$ cat src/rtl/md_unit_pkg.sv
// Shared constants and types for the M-extension execute unit.
package md_unit_pkg;

  localparam logic [2:0] F3_MUL    = 3'b000;
  localparam logic [2:0] F3_MULH   = 3'b001;
  localparam logic [2:0] F3_MULHSU = 3'b010;
  localparam logic [2:0] F3_MULHU  = 3'b011;
  localparam logic [2:0] F3_DIV    = 3'b100;
  localparam logic [2:0] F3_DIVU   = 3'b101;
  localparam logic [2:0] F3_REM    = 3'b110;
  localparam logic [2:0] F3_REMU   = 3'b111;

  localparam logic [6:0] F7_MULDIV = 7'b0000001;

  typedef enum logic [1:0] {
    StIdle = 2'd0,
    StDiv  = 2'd1,
    StFix  = 2'd2,
    StDone = 2'd3
  } md_state_e;

  function automatic logic is_signed_div(input logic [2:0] f3);
    return (f3 == F3_DIV) || (f3 == F3_REM);
  endfunction

  function automatic logic is_rem_op(input logic [2:0] f3);
    return (f3 == F3_REM) || (f3 == F3_REMU);
  endfunction

endpackage

$ cat src/rtl/md_div_step.sv
// One combinational radix-2 restoring divide iteration on a rem:quo pair.
module md_div_step #(
  parameter int unsigned XLEN = 32
) (
  input  logic [XLEN-1:0] rem_i,
  input  logic [XLEN-1:0] quo_i,
  input  logic [XLEN-1:0] divisor_i,
  output logic [XLEN-1:0] rem_o,
  output logic [XLEN-1:0] quo_o
);

  // One extra bit: the shifted partial remainder can reach 2*divisor-1.
  logic [XLEN:0] shifted;
  logic [XLEN:0] diff;
  logic          fits;

  always_comb begin
    shifted = {rem_i, quo_i[XLEN-1]};
    diff    = shifted - {1'b0, divisor_i};
    fits    = shifted >= {1'b0, divisor_i};
    rem_o   = fits ? diff[XLEN-1:0] : shifted[XLEN-1:0];
    quo_o   = {quo_i[XLEN-2:0], fits};
  end

endmodule

$ cat src/rtl/md_unit.sv
// RV M-extension execute unit: single-cycle multiply, iterative restoring divide.
module md_unit
  import md_unit_pkg::*;
#(
  parameter int unsigned XLEN = 32
) (
  input  logic            clk,
  input  logic            rst,
  input  logic            start_i,
  input  logic [2:0]      funct3_i,
  input  logic [XLEN-1:0] op_a_i,
  input  logic [XLEN-1:0] op_b_i,
  input  logic            flush_i,
  output logic            ready_o,
  output logic            busy_o,
  output logic            done_o,
  output logic [XLEN-1:0] result_o
);

  localparam int unsigned CntW = $clog2(XLEN);
  localparam logic [XLEN-1:0] MinNeg = {1'b1, {(XLEN-1){1'b0}}};

  md_state_e       state_q, state_d;
  logic [XLEN-1:0] rem_q, rem_d;
  logic [XLEN-1:0] quo_q, quo_d;
  logic [XLEN-1:0] dvsr_q, dvsr_d;
  logic [CntW-1:0] cnt_q, cnt_d;
  logic            sel_rem_q, sel_rem_d;
  logic            neg_quo_q, neg_quo_d;
  logic            neg_rem_q, neg_rem_d;
  logic [XLEN-1:0] result_q, result_d;

  logic            accept;
  logic            is_div, is_rem, div_signed, a_neg, b_neg, div_zero, div_ovf;
  logic            a_mul_signed, b_mul_signed;
  logic [XLEN-1:0] a_abs, b_abs, fast_res, mul_res;
  logic [2*XLEN-1:0] mul_a, mul_b, product;
  logic [XLEN-1:0] step_rem, step_quo;

  md_div_step #(
    .XLEN(XLEN)
  ) u_div_step (
    .rem_i    (rem_q),
    .quo_i    (quo_q),
    .divisor_i(dvsr_q),
    .rem_o    (step_rem),
    .quo_o    (step_quo)
  );

  // Operand decode for the accept edge; everything after accept uses latched state.
  always_comb begin
    accept       = start_i && (state_q == StIdle) && !flush_i;
    is_div       = funct3_i[2];
    is_rem       = is_rem_op(funct3_i);
    div_signed   = is_signed_div(funct3_i);
    a_neg        = div_signed && op_a_i[XLEN-1];
    b_neg        = div_signed && op_b_i[XLEN-1];
    a_abs        = a_neg ? (~op_a_i + 1'b1) : op_a_i;
    b_abs        = b_neg ? (~op_b_i + 1'b1) : op_b_i;
    div_zero     = (op_b_i == '0);
    div_ovf      = div_signed && (op_a_i == MinNeg) && (op_b_i == '1);

    if (div_zero) begin
      fast_res = is_rem ? op_a_i : '1;
    end else begin
      fast_res = is_rem ? '0 : op_a_i;
    end

    a_mul_signed = (funct3_i == F3_MULH) || (funct3_i == F3_MULHSU);
    b_mul_signed = (funct3_i == F3_MULH);
    mul_a        = {{XLEN{a_mul_signed && op_a_i[XLEN-1]}}, op_a_i};
    mul_b        = {{XLEN{b_mul_signed && op_b_i[XLEN-1]}}, op_b_i};
    product      = mul_a * mul_b;
    mul_res      = (funct3_i == F3_MUL) ? product[XLEN-1:0] : product[2*XLEN-1:XLEN];
  end

  always_ff @(posedge clk) begin
    if (rst) begin
      state_q   <= StIdle;
      rem_q     <= '0;
      quo_q     <= '0;
      dvsr_q    <= '0;
      cnt_q     <= '0;
      sel_rem_q <= 1'b0;
      neg_quo_q <= 1'b0;
      neg_rem_q <= 1'b0;
      result_q  <= '0;
    end else begin
      state_q   <= state_d;
      rem_q     <= rem_d;
      quo_q     <= quo_d;
      dvsr_q    <= dvsr_d;
      cnt_q     <= cnt_d;
      sel_rem_q <= sel_rem_d;
      neg_quo_q <= neg_quo_d;
      neg_rem_q <= neg_rem_d;
      result_q  <= result_d;
    end
  end

  always_comb begin
    state_d = state_q;
    unique case (state_q)
      StIdle: begin
        if (accept) begin
          state_d = (is_div && !div_zero && !div_ovf) ? StDiv : StDone;
        end
      end
      // The last of the XLEN steps is folded into FIX, so DIV exits one count early.
      StDiv:  state_d = flush_i ? StIdle : ((cnt_q == CntW'(1)) ? StFix : StDiv);
      StFix:  state_d = flush_i ? StIdle : StDone;
      StDone: state_d = StIdle;
      default: state_d = StIdle;
    endcase
  end

  always_comb begin
    rem_d     = rem_q;
    quo_d     = quo_q;
    dvsr_d    = dvsr_q;
    cnt_d     = cnt_q;
    sel_rem_d = sel_rem_q;
    neg_quo_d = neg_quo_q;
    neg_rem_d = neg_rem_q;
    result_d  = result_q;
    unique case (state_q)
      StIdle: begin
        if (accept) begin
          sel_rem_d = is_rem;
          neg_quo_d = a_neg ^ b_neg;
          neg_rem_d = a_neg;
          if (!is_div) begin
            result_d = mul_res;
          end else if (div_zero || div_ovf) begin
            result_d = fast_res;
          end else begin
            rem_d  = '0;
            quo_d  = a_abs;
            dvsr_d = b_abs;
            cnt_d  = CntW'(XLEN - 1);
          end
        end
      end
      StDiv: begin
        if (!flush_i) begin
          rem_d = step_rem;
          quo_d = step_quo;
          cnt_d = cnt_q - 1'b1;
        end
      end
      StFix: begin
        if (!flush_i) begin
          if (sel_rem_q) begin
            result_d = neg_rem_q ? (~step_rem + 1'b1) : step_rem;
          end else begin
            result_d = neg_quo_q ? (~step_quo + 1'b1) : step_quo;
          end
        end
      end
      default: ;
    endcase
  end

  always_comb begin
    ready_o  = (state_q == StIdle);
    busy_o   = (state_q != StIdle);
    done_o   = (state_q == StDone);
    result_o = result_q;
  end

endmodule

$ cat config.mk
export PLATFORM = sky130hd
export DESIGN_NAME = md_unit
export DESIGN_NICKNAME = d
export VERILOG_FILES = /design/src/rtl/md_unit_pkg.sv /design/src/rtl/md_div_step.sv /design/src/rtl/md_unit.sv
export SDC_FILE = /design/constraint.sdc
export NUM_CORES = 2
export LEC_CHECK = 0
export ABC_CLOCK_PERIOD_IN_PS = 10350
export CAP_MARGIN = 5
export CORE_MARGIN = 8
export CORE_UTILIZATION = 24
export CTS_CLUSTER_DIAMETER = 40
export CTS_CLUSTER_SIZE = 25
export DETAILED_ROUTE_END_ITERATION = 8
export GPL_TIMING_DRIVEN = 0
export PLACE_DENSITY = 0.51
export RECOVER_POWER = 100
export SLEW_MARGIN = 10
export SYNTH_ARGS = -nofsm -noshare
export SYNTH_HDL_FRONTEND = slang
export SYNTH_SLANG_ARGS = --single-unit
$ cat constraint.sdc
create_clock -name clk -period 10.35 [get_ports clk]
set_input_delay 2.5875 -clock clk [delete_from_list [all_inputs] [get_ports clk]]
set_output_delay 2.5875 -clock clk [all_outputs]
set_load 0.05 [all_outputs]
Word level (Yosys, flattened, before mapping)
Index checks and enable logic that the tools add are counted.
Operators by class
  equal/unequal tests: 17
  reductions and logical operators: 27
  add/sub/neg operators: 6
  multiply operators: 1
  $lt $le $gt $ge: 1
  bitwise logic cells: 6
  multiplexer cells: 36
Operators by type and width (number)
  $mux W32: 22
  $pmux W32 S2: 3
  $add A32 B1 Y32 const B: 4
  $not A32 Y32: 4
  $eq A32 B32 Y1 const B: 2
  $mul A33 B33 Y64: 1
  $ge A33 B32 Y1: 1
  $logic_not A32 Y1: 1
  $sub A32 B32 Y32: 1
  $mux W5: 4
  $logic_and A1 B1 Y1: 10
  $mux W2: 5
  $pmux W5 S2: 1
  $eq A3 B3 Y1 const B: 3
  $ne A2 B2 Y1 const B: 4
  $pmux W2 S4: 1
  $reduce_and A4 Y1: 2
  $reduce_bool A2 Y1: 3
  $eq A5 B1 Y1 const B: 1
  $reduce_and A5 Y1: 1
  $sub A5 B1 Y5 const B: 1
  $eq A2 B2 Y1 const B: 2
  $logic_or A1 B1 Y1: 4
  $eq A3 B1 Y1 const B: 1
  10 further kinds: 12
Storage, ports and cells
  output and inout bits: 35
  flip-flop bits (word level): 138
  bits of input ports: 71

Depth between registers and ports, before layout
  depth in word-level cells: 9
  depth in mapped cells: 34
  depth with buffers taken out: 32

Modules after synthesis
A second synthesis with hierarchy kept.
Unflattened totals
  cells, all modules: 5926
  area total of the unflattened synthesis: 50053.0 um2
By module, submodules not included
  md_unit: times used 1, cells an instance 5571, area each 47481.8 um2
  md_div_step: times used 1, cells an instance 355, area each 2571.2 um2

Worst setup path after synthesis
No wires, ideal clock.
  path type: input to register
  start: input port funct3_i[1]
  end: register result_q[28] (netlist: result_o[28])
  stages: 30
  arrival: 10.854 ns
  path slack: -0.621 ns
  cells stage by stage: clkbuf_1 -> xnor2_1 -> nor2_1 -> and2_0 -> clkbuf_1 -> nand2_1 -> fa_1 -> fa_1 -> inv_1 -> fa_1 -> inv_1 -> fa_1 -> inv_1 -> fa_1 -> fa_1 -> fa_1 -> inv_1 -> fa_1 -> inv_1 -> ha_1 -> clkbuf_1 -> nand4_1 -> nor2_1 -> and3_1 -> a21oi_1 -> o21ai_0 -> and3_1 -> nor2_1 -> a311o_1 -> a41o_1
On the way
  word-level cells in the longest chain between the ends: 8
  elaborated cells on any way between the ends: 25
  those cells by class: 1 x mul; 6 x eq/ne; 8 x mux; 10 x reduce/logical
Ends and longest elaborated chain
  from (decl): line md_unit.sv:10  | input logic [2:0] funct3_i,
  $eq A3 B1 Y1 (tied with other cells): line md_unit.sv:69, md_unit.sv:70
  $logic_or A1 B1 Y1 (on tied branches): line md_unit.sv:69, md_unit_pkg.sv:27
  $logic_and A1 B1 Y1 (tied with other cells): line md_unit.sv:71  | mul_a = {{XLEN{a_mul_signed && op_a_i[XLEN-1]}}, op_a_i};
  $mul A33 B33 Y64 / $mux W32 (equally long branches): line md_unit.sv:73, md_unit.sv:63
  $mux W32 (on tied branches): line md_unit.sv:74, md_unit.sv:134
  $mux W32: line md_unit.sv:132  | if (!is_div) begin
  $mux W32: line md_unit.sv:128  | if (accept) begin
  $pmux W32 S2: line md_unit.sv:126  | unique case (state_q)
  to (signal assigned): line md_unit.sv:97  | result_q <= result_d;
  to (decl): line md_unit.sv:31  | logic [XLEN-1:0] result_q, result_d;
Parallel ways exist; a longest one is shown, timed or not. The select of a mux whose other input is x is not followed.
A chain may end at the register's enable or synchronous reset.

Worst setup path in the final report
  start: input port op_b_i[21]
  end: register result_q[18] (netlist: result_o[18])
On the way
  word-level cells in the longest chain between the ends: 6
  elaborated cells on any way between the ends: 13
  those cells by class: 1 x mul; 2 x eq/ne; 6 x mux; 4 x reduce/logical
Ends and longest elaborated chain
  from (decl): line md_unit.sv:12  | input logic [XLEN-1:0] op_b_i,
  branches (longest 6 deep; another with $mul A33 B33 Y64)
Several ways; the timed one is not identified. The select of a mux whose other input is x is not followed.

==> metrics.txt <==
total CTS buffers 17; first-pass GRT wire length 324000 um; Post-Syn Nets 7360; Starting Density 0.241; DRC Markers 0; dpl hpwl 185000 um; final setup fails 6; Post-synth EDFFs 0; worst slew pin tran 1.31 ns; top cells by area, synth fa_1 (45%), inv_1 (9.3%), nand2_1 (6.9%); Post-DP Area 0.0541 sq mm; htree depth 4; Crit Path Max Fanout 10; largest net degree at the start of global routing 25; RSZ-0062 raised after global routing true; Antenna Violating Nets Remaining 0; Max Slew Vio Count 0; die area 0.223 sq mm; max frequency 0.0954 GHz; HP Class flip-flop to flip-flop; global placement routability congestion 0.982; IO buf count 61; Unique masters post-synth 99; Mapped Cells 5912; Setup WS post-layout -0.129 ns; CP peak stage delay 0.64 ns; row cnt 167; Reg clk slew, reported paths 0.06 ns; die width 472 um; footprint of the multi-input gates 0.0419 sq mm; Req. time, crit path 10.66 ns; vias in the first global route 45200; slowest library cell on the worst path fa_1; clock tree buffer depth 2; Sink Count 138; initial antenna violation count 26; sequential area share after synthesis 0.0553; status complete, but fails checks; final std cells w/o fill 8895; Async S/R FF share, synth 0; GRT overflow 0; syn avg cell area 8.45 sq um; clock skew 0.0129 ns; post-DR vias/cell 4.88; sequential cell area 0.00276 sq mm; worst path arrival time 10.79 ns; Max Cap Violations 0; Crit Path Class input port to flip-flop; drt pass-1 iters 6; startpoint types input port; Primary FF master, synth dfxtp_1; die height 472 um; slew margin rel. 0.124; CTS hold repair buffers 0; Fillers 22400; violated checks negative setup slack; Total Routing Usage GR 0.198; most frequent CP cell fa_1; Tcrit/Tclk final 1.01; Final nets 7533; DR vias 43400; drt wl/cell 25.4 um; Core Box Area 0.207 sq mm; Ports 106; CTS tree built; setup TNS -0.385 ns; CP endpoint kind flip-flop; Final min period 10.48 ns; placed cells 8762; initial drt markers 4030; dominant cell type by area after synthesis fa_1; final core utilization 0.282; Fin. Hold Viols 0; most frequent cells after synthesis inv_1 (1232), fa_1 (1126), nand2_1 (918), and2_1 (309), nor2_1 (295); Root Buffer clkbuf_16; P&R area growth vs syn 16.7%; Seq cells post-synth 138; Post-Route WL 226000 um; Synth top area share 0.451; Final Cell Area 0.0583 sq mm; synth warn 0; share of layout cells above drive strength 1 0.106; most common cell in the netlist inv_1; Skew-Pair Late Insertion Delay 0.45 ns; Mapped Area 0.0500 sq mm
[area by class of cell]
type,count,share of cell area
flip-flops and latches,138,0.0474
repair buffers,162,0.0268
multi-input cells,4157,0.719
well taps,2788,0.0598
plain buffers,376,0.0569
inverters,1233,0.0798
clock buffers,18,0.00753
diodes,9,0.000386
clock inverters,14,0.00232
[per-layer routing]
metal	wire, um	vias up	GRT usage
li1	-	18400	-
met1	92000	22400	0.259
met2	100000	2032	0.317
met3	17900	502	0.0299
met4	15500	2	0.105
met5	13	-	0
[timing repair]
action,in CTS,in global routing
gates resized for setup,850,169
setup endpoints to repair,32,26
setup buffers,67,30
gates cloned,1,2
pin swaps,85,62
[layout by cell type, fill, tap and decap left out, types with 38 or more instances in the layout]
| master | Yosys | final |
|---|---|---|
| clkbuf_16 | 0 | 47 |
| dfxtp_1 | 138 | 138 |
| buf_2 | 25 | 47 |
| ha_1 | 251 | 224 |
| clkbuf_4 | 1 | 60 |
| clkbuf_2 | 0 | 38 |
| xnor2_1 | 117 | 113 |
| fa_1 | 1126 | 1083 |
| a21oi_1 | 201 | 189 |
| fa_2 | 0 | 43 |
| inv_1 | 1232 | 1205 |
| nor2_1 | 295 | 290 |
| and2_1 | 309 | 307 |
| nand3_1 | 55 | 53 |
| xor2_1 | 82 | 80 |
| nor3_1 | 66 | 61 |
| a211oi_1 | 61 | 53 |
| buf_4 | 3 | 124 |
| clkbuf_1 | 274 | 90 |
| a21o_1 | 52 | 52 |
| o21ai_0 | 102 | 95 |
| nand2_1 | 918 | 909 |
[logic make-up (layout without fill, tap and decap cells)]
family                   Yosys count  in the layout  share of synthesized area
adder cells (fa/ha/maj)         1377           1377                      0.514
AO/OA/AOI/OAI                    740            740                      0.102
multiplexers                      18             18                    0.00363
AND/OR/NAND/NOR                 1823           1823                      0.167
other                              0              9                          0
flip-flops                       138            138                     0.0553
XOR/XNOR                         199            199                     0.0349
buffers and inverters           1617           1803                      0.123
[critical path: cells and delay by family]
family / cells / cell delay [ns]
AOI/OAI and AO/OA: 6 / 1.21
xor gates and xnor gates: 1 / 0.45
adders and majority gates: 9 / 4.42
buffers and inverters: 8 / 1.23
and+or+nand+nor: 5 / 0.86
[state kept, by name, summed over array words and instances (netlist names)]
signal and count:
quo_q 32, dvsr_q 32, neg_quo_q 1, cnt_q 5, result_o 32, neg_rem_q 1
rem_q 32, sel_rem_q 1, state_q 2
[path summary, 6_finish.rpt]
path,from,endpoint,slack (ns),cells after the start
worst max-delay path,op_b_i[21],result_o[18],-0.13,29
worst min-delay path,result_o[30],result_o[30],0.47,1
worst max register to register,dvsr_q[30],result_o[14],3.81,21
worst min register to register,result_o[30],result_o[30],0.47,1
[stage by stage]
stage / hold slack, ns / worst slack (ns)
finish: 0.473 / -0.129
global route: 0.516 / -0.206
CTS: 0.480 / -0.0209
detailed placement: 0.465 / -2.98
global placement: 0.463 / -3.18
floorplan: 0.450 / 0.000210
Power is not shown: default switching activity piles up to over one toggle a cycle in this logic, so the estimate is an artifact.
